**src/rtl/fifo_pkg.sv**
```systemverilog
// fifo_pkg
//   Shared constants for the write-arbitrated FIFO controller: default data and
//   address widths, and the grant encoding used by the arbiter and the
//   controller's write-data mux.
package fifo_pkg;

  localparam int FIFO_DATASIZE = 8;
  localparam int FIFO_ADDRSIZE = 4;

  typedef logic grant_t;

  localparam grant_t GRANT_WR0 = 1'b0;
  localparam grant_t GRANT_WR1 = 1'b1;

  // Round-robin choice between two requesters: a lone requester wins, a tie
  // goes to whichever port did not win last time.
  function automatic grant_t rr_pick(input logic req0, input logic req1,
                                     input grant_t last_grant);
    grant_t pick;
    pick = GRANT_WR0;
    if (req0 && req1) begin
      pick = (last_grant == GRANT_WR0) ? GRANT_WR1 : GRANT_WR0;
    end else if (req1) begin
      pick = GRANT_WR1;
    end
    return pick;
  endfunction

endpackage

```
**src/rtl/fifo_wr_arbiter_rr_arbiter2.sv**
```systemverilog
// rr_arbiter2
//   Two-input round-robin arbiter with its own last-grant register.
//   Ports:
//     clk, rst_n      - clock, async active-low reset
//     en              - grants permitted this cycle
//     req0, req1      - requests
//     gnt0, gnt1      - one-hot grant (combinational)
//     gnt_any         - a grant is issued this cycle
//     gnt_sel         - index of the granted requester (GRANT_WR0/GRANT_WR1)
module rr_arbiter2
  import fifo_pkg::*;
(
  input  logic   clk,
  input  logic   rst_n,
  input  logic   en,
  input  logic   req0,
  input  logic   req1,
  output logic   gnt0,
  output logic   gnt1,
  output logic   gnt_any,
  output grant_t gnt_sel
);

  grant_t last_grant_q;
  grant_t last_grant_d;

  always_comb begin
    gnt_sel      = rr_pick(req0, req1, last_grant_q);
    gnt_any      = en && (req0 || req1);
    gnt0         = gnt_any && (gnt_sel == GRANT_WR0);
    gnt1         = gnt_any && (gnt_sel == GRANT_WR1);
    last_grant_d = last_grant_q;
    if (gnt_any) begin
      last_grant_d = gnt_sel;
    end
  end

  // Reset to WR1 so that requester 0 wins the first tie.
  always_ff @(posedge clk or negedge rst_n) begin
    if (!rst_n) begin
      last_grant_q <= GRANT_WR1;
    end else begin
      last_grant_q <= last_grant_d;
    end
  end

endmodule

```
**src/rtl/fifo_wr_arbiter.sv**
```systemverilog
// fifo_wr_arbiter
//   Pointer/status controller for a shared fall-through fifomem with two
//   round-robin write requesters and one reader. The memory array lives in
//   the parent; this block drives its write port and read address.
//   Ports:
//     clk, rst_n                     - clock, async active-low reset
//     wr0_valid/wr0_data/wr0_ready   - write requester 0
//     wr1_valid/wr1_data/wr1_ready   - write requester 1
//     rd_valid/rd_ready/rd_data      - read side (rd_data = mem_rdata)
//     flush                          - synchronous clear of contents
//     full, empty, almost_full,count - occupancy status from registered pointers
//     overflow                       - sticky: a write was presented while full
//     mem_*                          - connections to fifomem
module fifo_wr_arbiter
  import fifo_pkg::*;
#(
  parameter int DATASIZE    = FIFO_DATASIZE,
  parameter int ADDRSIZE    = FIFO_ADDRSIZE,
  parameter int AFULL_LEVEL = 12
) (
  input  logic                clk,
  input  logic                rst_n,
  input  logic                wr0_valid,
  input  logic [DATASIZE-1:0] wr0_data,
  output logic                wr0_ready,
  input  logic                wr1_valid,
  input  logic [DATASIZE-1:0] wr1_data,
  output logic                wr1_ready,
  output logic                rd_valid,
  input  logic                rd_ready,
  output logic [DATASIZE-1:0] rd_data,
  input  logic                flush,
  output logic                full,
  output logic                empty,
  output logic                almost_full,
  output logic [ADDRSIZE:0]   count,
  output logic                overflow,
  output logic                mem_wclken,
  output logic [ADDRSIZE-1:0] mem_waddr,
  output logic [DATASIZE-1:0] mem_wdata,
  output logic                mem_wfull,
  output logic [ADDRSIZE-1:0] mem_raddr,
  input  logic [DATASIZE-1:0] mem_rdata
);

  localparam logic [ADDRSIZE:0] PTR_ONE   = {{ADDRSIZE{1'b0}}, 1'b1};
  localparam logic [ADDRSIZE:0] PTR_ZERO  = '0;
  localparam logic [ADDRSIZE:0] AFULL_CNT = AFULL_LEVEL[ADDRSIZE:0];

  logic [ADDRSIZE:0] wptr_q, wptr_d;
  logic [ADDRSIZE:0] rptr_q, rptr_d;
  logic              overflow_q, overflow_d;

  logic   wr_en;
  logic   gnt_any;
  grant_t gnt_sel;
  logic   rd_fire;

  // Status depends on registered pointers only, so a same-cycle read cannot
  // open space for a write while full.
  always_comb begin
    count       = wptr_q - rptr_q;
    empty       = (wptr_q == rptr_q);
    full        = (wptr_q[ADDRSIZE] != rptr_q[ADDRSIZE]) &&
                  (wptr_q[ADDRSIZE-1:0] == rptr_q[ADDRSIZE-1:0]);
    almost_full = (count >= AFULL_CNT);
    overflow    = overflow_q;
  end

  assign wr_en = !full && !flush;

  rr_arbiter2 u_arb (
    .clk     (clk),
    .rst_n   (rst_n),
    .en      (wr_en),
    .req0    (wr0_valid),
    .req1    (wr1_valid),
    .gnt0    (wr0_ready),
    .gnt1    (wr1_ready),
    .gnt_any (gnt_any),
    .gnt_sel (gnt_sel)
  );

  always_comb begin
    mem_wclken = gnt_any;
    mem_waddr  = wptr_q[ADDRSIZE-1:0];
    mem_wdata  = (gnt_sel == GRANT_WR1) ? wr1_data : wr0_data;
    mem_wfull  = full;
    mem_raddr  = rptr_q[ADDRSIZE-1:0];
  end

  // Fall-through memory: head word is visible combinationally.
  always_comb begin
    rd_valid = !empty && !flush;
    rd_data  = mem_rdata;
    rd_fire  = rd_valid && rd_ready;
  end

  always_comb begin
    wptr_d     = wptr_q;
    rptr_d     = rptr_q;
    overflow_d = overflow_q;
    if (flush) begin
      wptr_d     = PTR_ZERO;
      rptr_d     = PTR_ZERO;
      overflow_d = 1'b0;
    end else begin
      if (gnt_any) begin
        wptr_d = wptr_q + PTR_ONE;
      end
      if (rd_fire) begin
        rptr_d = rptr_q + PTR_ONE;
      end
      if (full && (wr0_valid || wr1_valid)) begin
        overflow_d = 1'b1;
      end
    end
  end

  always_ff @(posedge clk or negedge rst_n) begin
    if (!rst_n) begin
      wptr_q     <= PTR_ZERO;
      rptr_q     <= PTR_ZERO;
      overflow_q <= 1'b0;
    end else begin
      wptr_q     <= wptr_d;
      rptr_q     <= rptr_d;
      overflow_q <= overflow_d;
    end
  end

endmodule

```
**config.mk**
```make
export PLATFORM = sky130hd
export DESIGN_NAME = fifo_wr_arbiter
export DESIGN_NICKNAME = d
export VERILOG_FILES = /design/src/rtl/fifo_pkg.sv /design/src/rtl/fifo_wr_arbiter_rr_arbiter2.sv /design/src/rtl/fifo_wr_arbiter.sv
export SDC_FILE = /design/constraint.sdc
export NUM_CORES = 1
export LEC_CHECK = 0
export ABC_AREA = 1
export CAP_MARGIN = 10
export CORE_MARGIN = 3
export CORE_UTILIZATION = 34
export DETAILED_ROUTE_END_ITERATION = 7
export HOLD_SLACK_MARGIN = 0.02
export PLACE_DENSITY = 0.77
export SYNTH_ARGS = -nofsm -noshare
export SYNTH_HDL_FRONTEND = slang
export SYNTH_SLANG_ARGS = --single-unit
```
**constraint.sdc**
```tcl
create_clock -name clk -period 1.58 [get_ports clk]
set_input_delay 0.316 -clock clk [delete_from_list [all_inputs] [get_ports clk]]
set_output_delay 0.316 -clock clk [all_outputs]
set_load 0.03 [all_outputs]
```
# Yosys cells after proc, flatten, opt, wreduce, memory -nomap -nowiden
# Index checks and enable logic that the tools add are counted.
[word_totals]
ff_bits = 12
latch_bits = 0
ramBits = 0
romBits = 0
input_bits = 30
output_inout_bits = 38
memories = 0
[classes]
addsub = 3
n_mul = 0
n_div = 0
order_cmp = 1
n_eq_ne = 3
n_shift = 0
muxes = 10
bitwise = 1
reduce_logical = 16
[ops]
columns = ["operator", "count"]
rows = [
  ["$mux W5", 4],
  ["$add A5 B1 Y5 const B", 2],
  ["$logic_and A1 B1 Y1", 9],
  ["$mux W8", 1],
  ["$reduce_bool A2 Y1", 3],
  ["$eq A5 B5 Y1", 1],
  ["$ge A5 B4 Y1 const B", 1],
  ["$mux W1", 5],
  ["$sub A5 B5 Y5", 1],
  ["$eq A4 B4 Y1", 1],
  ["$logic_not A1 Y1", 3],
  ["$logic_or A1 B1 Y1", 1],
  ["$ne A1 B1 Y1", 1],
  ["$not A1 Y1", 1],
]

# Depth between registers and ports, before layout
# Gate-level depths: netlist of run 1.
[logic_depth]
word_depth = 7
ltp_mapped = 10
ltp_nobuf = 9

# Modules after synthesis
# Synthesis of run 1 repeated with hierarchy kept, for this count alone.
[hier_totals]
cells_unflattened = 143
hier_area_um2 = 1093.5
[by_module_without_submodules]
columns = ["module", "n_inst", "cells_each", "area_each_um2", "seq_area_each_um2"]
rows = [
  ["fifo_wr_arbiter", 1, 132, 1023.5, 275.3],
  ["rr_arbiter2", 1, 11, 70.1, 26.3],
]

# Worst setup path before layout of run 1
# No wires, ideal clock.
[synth_timing]
path_type = "register to output"
start = "reg wptr_q[0]"
end = "out almost_full"
arrival_time_ns = 1.991
t_required_ns = 1.264
path_slack_ns = -0.727
path_stages_with_launch = 8
path_cell_list = "dfrtp_1 > inv_1 > ha_1 > inv_1 > fa_1 > xor2_1 > nand3_1 > nand2_1"
[synth_via]
elab_chain_cells = 2
[synth_rtl]
columns = ["element", "line", "text"]
rows = [
  ["start: declaration", "fifo_wr_arbiter.sv:50", "logic [ADDRSIZE:0] wptr_q, wptr_d;"],
  ["start signal: assignment", "fifo_wr_arbiter.sv:126", "wptr_q <= wptr_d;"],
  ["$sub A5 B5 Y5", "fifo_wr_arbiter.sv:62", "count = wptr_q - rptr_q;"],
  ["named net count[2]", "fifo_wr_arbiter.sv:36", "output logic [ADDRSIZE:0] count,"],
  ["$ge A5 B4 Y1", "fifo_wr_arbiter.sv:66", "almost_full = (count >= AFULL_CNT);"],
  ["end: declaration", "fifo_wr_arbiter.sv:35", "output logic almost_full,"],
]
# The timed path passes the listed nets, and every way through them passes these cells.

# Final worst setup path of run 1
[layout_timing]
start = "reg wptr_q[0]"
end = "out almost_full"
[layout_via]
elab_chain_cells = 2
[layout_rtl]
columns = ["element", "line"]
rows = [
  ["$sub A5 B5 Y5", "fifo_wr_arbiter.sv:62"],
  ["$ge A5 B4 Y1", "fifo_wr_arbiter.sv:66"],
]
# Every way passes these cells.

==> results by group, run 1 <==
Synthesis
  • Post-synth ARST share: between 90% and 100%
  • Yosys warns: 0
  • Syn Nets: between 150 and 200
  • Most frequent cell after synthesis: nand2_1
  • Gate Count Post-Synth: about 160
  • Post-synth top cells: nand2_1 (52), buf_4 (17), nand3_1 (17)
  • Ys flop type: dfrtp_1
  • Post-Syn Area: around 1100 µm²
  • Post-synthesis compound-gate area fraction: 2.516%
  • Mux contribution to synthesized area: 0%
  • Synth top area share: ~24%
  • Yosys reg bits: 12
  • Netlist cell types: 25
  • Simple-gate portion of the synthesized area: 40.81%
  • Post-synthesis xor/xnor area fraction: under 10%
  • Syn Area/Cell: 7.103 µm²
  • Largest family of logic cells by synthesized area: simple AND/OR/NAND/NOR gates
  • Post-synth EDFFs: 0
  • Top cell type by total area after synthesis: dfrtp_1
  • Seq/Total Area, Yosys: 26.37%
  • Synth Area in Adders: between 8 and 9%
  • Top cells by area, synth: dfrtp_1 (24%), nand2_1 (17%), buf_4 (11%)

GRT
  • Largest net degree at the start of global routing: 13
  • Antenna violations before repair: 0
  • GRT Total Usage: approximately 17%
  • Vias in the first global route: around 1,300
  • First-pass GRT wire length: 5395 µm
  • Grt ovf: 0

Job
  • Max cap viols: 0

STA
  • Final Setup Violations: 22
  • Final hold violation count: 0
  • RSZ-0062 raised after global routing: yes
  • Setup Skew: between 2 and 2.5 ps
  • Period Utilization, post-route: 137.6%
  • Final WS setup: -594.7 ps
  • FMAX: about 0.46 GHz
  • Slew HR: 78.61%
  • Fin. max-slew vios: 0
  • Slew @ Worst Pin: around 320 ps
  • Min cycle time layout: 2175 ps

Setup path
  • Critical path cell sequence: inv_2, ha_4, inv_2, fa_2, nand3_2, nand2_4, xor2_4, nand2_4, buf_6
  • CP Data Required Time: approximately 1300 ps
  • Setup crit end kind: primary output
  • WP buf/inv: 3
  • Startpoint Class: flop
  • WP data arrival: about 1900 ps
  • Top delay family on crit path: adder cells
  • Slowest stage delay, CP: about 390 ps
  • Slowest cell on the critical path: dfrtp_1
  • Critical path class: flop to primary output
  • Crit path max fanout: 2

Drt
  • Antenna Nets Post-Route: 0
  • Vias per cell: ~4.7
  • Residual DRC count: 0
  • Drt total wl: about 3700 µm
  • First-pass DRT Iterations: 4
  • Via Count: ~1,300
  • Initial DRC Count: 19
  • Wire per inst: 13.41 µm

Floorplan
  • # IOs: 68
  • Row cnt: 20
  • Die ar.: roughly 4100 µm²
  • Initial Util: between 30% and 40%
  • Core footprint: 3128 µm²
  • Die height: between 60 and 70 µm
  • Die width: 64.00 µm

Final layout
  • Layout cell share with drive strength beyond 1: between 50% and 60%
  • Final Cell Area: 2261 µm²
  • Filler Cells Inserted: between 200 and 250
  • Nets: 270
  • Layout Area Growth over Synthesis: 97.70%
  • Cell Count, Final, Fillers Out: roughly 280
  • N_diodes: 0

Clocking
  • H-tree depth: 1
  • Total clock buffers created by CTS: 3
  • Clock Pin Slew Worst Setup and Hold Paths: approximately 80 ps
  • Clk sinks: 12
  • Clk buf depth: 2
  • Clock tree from TritonCTS: done
  • CTS root buf: clkbuf_4
  • Clk Latency, worst-skew pair: between 200 and 300 ps

Placed design
  • Routability Congestion: between 0.8 and 0.9
  • Post-DP HPWL: roughly 2300 µm
  • Placed insts: around 260
  • IO buf count: slightly above 50
  • Placed Area: 1821 µm²

Run status
  • Violated checks: negative setup slack
  • Outcome: finished, violations left

Power and ir drop
  • Worst vdd ir: around 420 µV
  • Final Power: around 2.2 mW
  • Static Leak: between 1 and 1.5 nW
  • Power per cell area: just under 1000 nW/µm²

Worst hold path
  • Worst hold path class: input pin to asynchronous set/reset pin
## cell families after synthesis
family | after synthesis
AO/OA/AOI/OAI | 5
flip-flops | 12
XOR/XNOR | 5
buffers and inverters | 37
AND/OR/NAND/NOR | 95
adder cells (fa/ha/maj) | 7
## area by class of cell
type | count | area [µm²] | area share, %
tap | 44 | 55.05 | 2.435
timing repair inverter | 1 | 11.26 | 0.4981
timing repair buffer | 85 | 827.0 | 36.58
clock buffer | 4 | 26.28 | 1.162
multi-input combinational | 112 | 940.9 | 41.62
sequential | 12 | 302.8 | 13.39
inverter | 18 | 97.59 | 4.317
## routing by layer
| layer | track usage (%) | share of wire (%) | vias up |
|---|---|---|---|
| met5 | 0 | 0 | - |
| met4 | 8.356 | 2.1 | 0 |
| met2 | 29.03 | 54 | 50 |
| li1 | - | - | 640 |
| met1 | 19.11 | 37 | 604 |
| met3 | 3.163 | 7.1 | 8 |
## state kept, by name (all words and copies together) (netlist names)
name	flops
overflow	1
wptr_q	5
rptr_q	5
u_arb.last_grant_q	1
## power by group
group | internal [mW] | total, mW | leakage (nW) | switching (mW)
registers | 0.336 | 0.367 | 0.159 | 0.0303
clock network | 0.0981 | 0.213 | 0.0150 | 0.115
logic | 0.756 | 1.62 | 0.934 | 0.860
total | 1.19 | 2.20 | 1.11 | 1.01
## cells in the final DEF (no fill, tap or decap), drive strengths merged
master / count
buf: 56
nor2: 8
nand2: 57
clkdlybuf4s15: 3
nand3: 19
xor2: 5
clkinvlp: 2
nand3b: 1
fa: 1
clkdlybuf4s50: 19
and2: 1
o21ai: 2
a21oi: 3
ha: 6
dfstp: 1
dlygate4sd2: 5
inv: 15
clkinv: 2
clkbuf: 6
dfrtp: 11
nand4: 9
## repair_timing
| item | CTS | global route |
|---|---|---|
| endpoints found under the setup margin | 31 | 38 |
| pin swaps | 21 | 23 |
| setup buffers | 4 | 8 |
| resized for setup | 62 | 53 |
| hold buffers | 0 | 0 |
| cloned | 1 | 0 |
## stage by stage
stage               hold WS, ps  worst slack, ps  utilization, %  setup TNS [ps]
floorplan                 20.41           -323.0               -           -1084
global placement          473.7           -273.5           58.20           -3210
detailed placement        479.3           -307.9           58.20           -3471
CTS                       327.4           -573.4           65.52           -5868
global route              351.0           -686.9           72.28           -7840
finish                    324.3           -594.7           72.28           -6327
## path summary, 6_finish.rpt
| path | start | slack [ps] | cells past startpoint | end |
|---|---|---|---|---|
| max | wptr_q[0] | -590 | 9 | almost_full |
| min | rst_n | 320 | 2 | rptr_q[2] |
| max reg2reg | wptr_q[3] | -20 | 10 | wptr_q[3] |
| min reg2reg | overflow | 510 | 2 | overflow |
| max in group asynchronous | rst_n | 1020 | 2 | u_arb.last_grant_q |
| min in group clk | overflow | 510 | 2 | overflow |
Note: power is estimated with default switching activity, not from simulation.
==> run 2, diff against run 1 <==
--- a/config.mk
+++ b/config.mk
@@ -7,6 +7,7 @@
 export LEC_CHECK = 0
 export ABC_AREA = 1
 export CAP_MARGIN = 10
+export CORE_ASPECT_RATIO = 1.4
 export CORE_MARGIN = 3
 export CORE_UTILIZATION = 34
 export DETAILED_ROUTE_END_ITERATION = 7
==> run 2 against run 1 <==
  * Final cell count decreased by 2.2%
  * Maximum frequency up 3.1%
  * Flip-flop and latch count unchanged
  * Design area is 3.0% lower
  * Critical endpoint unchanged
  * Via count down 0.46%
  * The run still ends with negative setup slack left
  * Critical path depth unchanged
  * Core utilization is 3.4 points lower
  * Non-clock buffer count down 1
==> results by group, run 2 (same netlist as run 1, synthesis figures left out) <==
Run status
  • Outcome: finished, violations left
  • Violated checks: negative setup slack

Final layout
  • Most frequent cells in the layout: nand2_1 (34), buf_6 (30), buf_4 (25)
  • Cell Count, Final, Fillers Out: 270 (-2.2%)
  • Nets: 269 (-0.37%)
  • Regs by FF count: rptr_q x5, wptr_q x5
  • Filler Cells Inserted: 252 (+13%)
  • Register Area: 302.8 µm² (unchanged)
  • Multi-input gate area: 892.1 µm² (-5.2%)
  • Commonest non-fill, non-tap cell in the layout: nand2_1
  • Layout Area Growth over Synthesis: 91.68%
  • N_diodes: 0 (unchanged)
  • Layout cell share with drive strength beyond 1: 52.81% (-5.4 points)

Floorplan
  • Row cnt: 24 (+20%)
  • Die width: 55.02 µm (-14%)
  • Initial Util: 35.93% (-0.63 points)
  • Die height: 74.62 µm (+17%)
  • Die ar.: 4105 µm² (+0.24%)
  • Core footprint: 3183 µm² (+1.8%)
  • # IOs: 68 (unchanged)

STA
  • RSZ-0062 raised after global routing: yes
  • Final Setup Violations: 23 (+4.5%)
  • Period Utilization, post-route: 133.5% (-4.1 points)
  • Min cycle time layout: 2109 ps (-65.55 ps)
  • Setup Skew: 4.475 ps (+2.143 ps)
  • Final WS setup: -529.2 ps (+65.55 ps)
  • Fin. max-slew vios: 0 (unchanged)
  • Final hold violation count: 0 (unchanged)
  • FMAX: 0.4741 GHz (+3.1%)
  • Setup tns final: -4960 ps (+1367 ps)
  • Slew @ Worst Pin: 316.1 ps (-6.052 ps)
  • Slew HR: 79.01% (+0.40 points)

Placed design
  • Routability Congestion: 0.6952 (-14%)
  • IO buf count: 51 (unchanged)
  • Placed insts: 257 (-1.5%)
  • Post-DP HPWL: 2511 µm (+7.1%)

Setup path
  • Critical path class: flop to primary output
  • Setup crit end kind: primary output
  • RR Endpoint: wptr_q[4]
  • Reg2Reg Depth: 9 (-1)
  • CP Data Required Time: 1260 ps (about the same)
  • Critical path cell sequence: inv_2, ha_4, inv_2, fa_2, buf_6, xor2_4, nand3_2, nand2_4, buf_6
  • Slowest cell on the critical path: dfrtp_1
  • Slowest stage delay, CP: 380 ps (about the same)
  • WP data arrival: 1790 ps (-70 ps)
  • Worst r2r src: wptr_q[3]
  • Flop2flop setup slack: -40 ps (-20 ps)
  • Crit path max fanout: 2 (unchanged)
  • Startpoint Class: flop

GRT
  • Vias in the first global route: 1,335 (+5.9%)
  • Grt ovf: 0 (unchanged)
  • Largest net degree at the start of global routing: 13 (unchanged)
  • GRT Total Usage: 18.87% (+2.3 points)
  • Antenna violations before repair: 0 (unchanged)
  • First-pass GRT wire length: 5692 µm (+5.5%)

Clocking
  • CTS root buf: clkbuf_8
  • H-tree depth: 1 (unchanged)
  • Clock tree from TritonCTS: done
  • Clk buf depth: 2 (unchanged)
  • Clock Pin Slew Worst Setup and Hold Paths: 60 ps (-20 ps)
  • Clk sinks: 12 (unchanged)
  • Clk Latency, worst-skew pair: 240 ps (-40 ps)
  • Total clock buffers created by CTS: 3 (unchanged)

Power and ir drop
  • Power per cell area: 979.1 nW/µm² (+0.83%)
  • Static Leak: 1.090 nW (-1.7%)
  • Seq pwr share: 17.2% (+0.5 points)
  • Net Sw Frac: 44.51% (-1.3 points)
  • Power share of the combinational group: 69.3% (-4.3 points)
  • Psw: 0.9552 mW (-5.0%)
  • Clk network pwr share: 13.6% (+3.9 points)
  • P_int: 1.191 mW (about the same)
  • Worst vdd ir: 963.2 µV (+130%)

Drt
  • Residual DRC count: 0 (unchanged)
  • Initial DRC Count: 15 (-4)
  • First-pass DRT Iterations: 4 (unchanged)
  • Wire per inst: 12.98 µm (-3.2%)
  • Drt total wl: 3504 µm (-5.3%)
  • Via Count: 1,296 (-0.46%)
  • Antenna Nets Post-Route: 0 (unchanged)
  • Vias per cell: 4.800 (+1.8%)

Job
  • Max cap viols: 0 (unchanged)

Worst hold path
  • Worst hold path class: input pin to asynchronous set/reset pin
## run 2: per-layer routing
layer / up-vias / part of all wire [%] / GRT usage [%]
met4: 0 / 2.5 / 7.568
met2: 48 / 57 / 34.34
li1: 639 / - / -
met5: - / 0 / 0
met1: 600 / 34 / 20.50
met3: 9 / 5.8 / 3.960
## run 2: layout make-up
type | instances | area share (%)
timing repair buffer | 84 | 36.64
multi-input combinational | 112 | 40.70
clock buffer | 4 | 2.055
tap | 39 | 2.226
inverter | 18 | 4.224
sequential | 12 | 13.81
timing repair inverter | 1 | 0.3425
## run 2: worst max-delay path by stage
stage,start,end,cells after the start
2_1_floorplan,wptr_q[0],almost_full,7
3_3_place_gp,wptr_q[0],almost_full,9
3_5_place_dp,wptr_q[0],almost_full,9
4_1_cts,wptr_q[0],almost_full,9
5_1_grt,wptr_q[0],almost_full,9
6_report,wptr_q[0],almost_full,9
## run 2: metrics by stage
step / setup slack [ps] / utilization (%) / hold WS [ps] / area, µm² / power [mW]
6_report: -529.2 / 68.87 / 373.8 / 2192 / 2.146
2_1_floorplan: -323.0 / - / 20.41 / 1275 / 1.199
3_5_place_dp: -326.9 / 57.15 / 492.2 / 1819 / 1.605
4_1_cts: -538.9 / 64.27 / 377.1 / 2046 / 2.018
3_3_place_gp: -276.2 / 57.15 / 469.3 / 1819 / 1.573
5_1_grt: -613.1 / 68.87 / 398.1 / 2192 / 2.283
## run 2: timing repair
| item | CTS | global route |
|---|---|---|
| gates resized for setup | 49 | 32 |
| cloned | 1 | 0 |
| hold buffers | 0 | 0 |
| hold endpoints to repair | 0 | 0 |
| buffers inserted | 7 | 3 |
| setup endpoints to repair | 30 | 32 |
| pin swaps | 19 | 16 |
## run 2: power groups by stage
stage                     clock, mW  sequential [mW]  combinational, mW
after global placement            0            0.366               1.21
after floorplan                   0            0.380              0.819
after detailed placement          0            0.366               1.24
after CTS                     0.292            0.365               1.36
after global routing          0.313            0.372               1.60
final                         0.292            0.368               1.49
## run 2: critical path: cells and delay by family (launching register included)
kind	cells	cell delay, ps
xor+xnor	1	140
fa+ha+maj	2	500
buf+inv	4	370
flops	1	380
simple gates	2	160
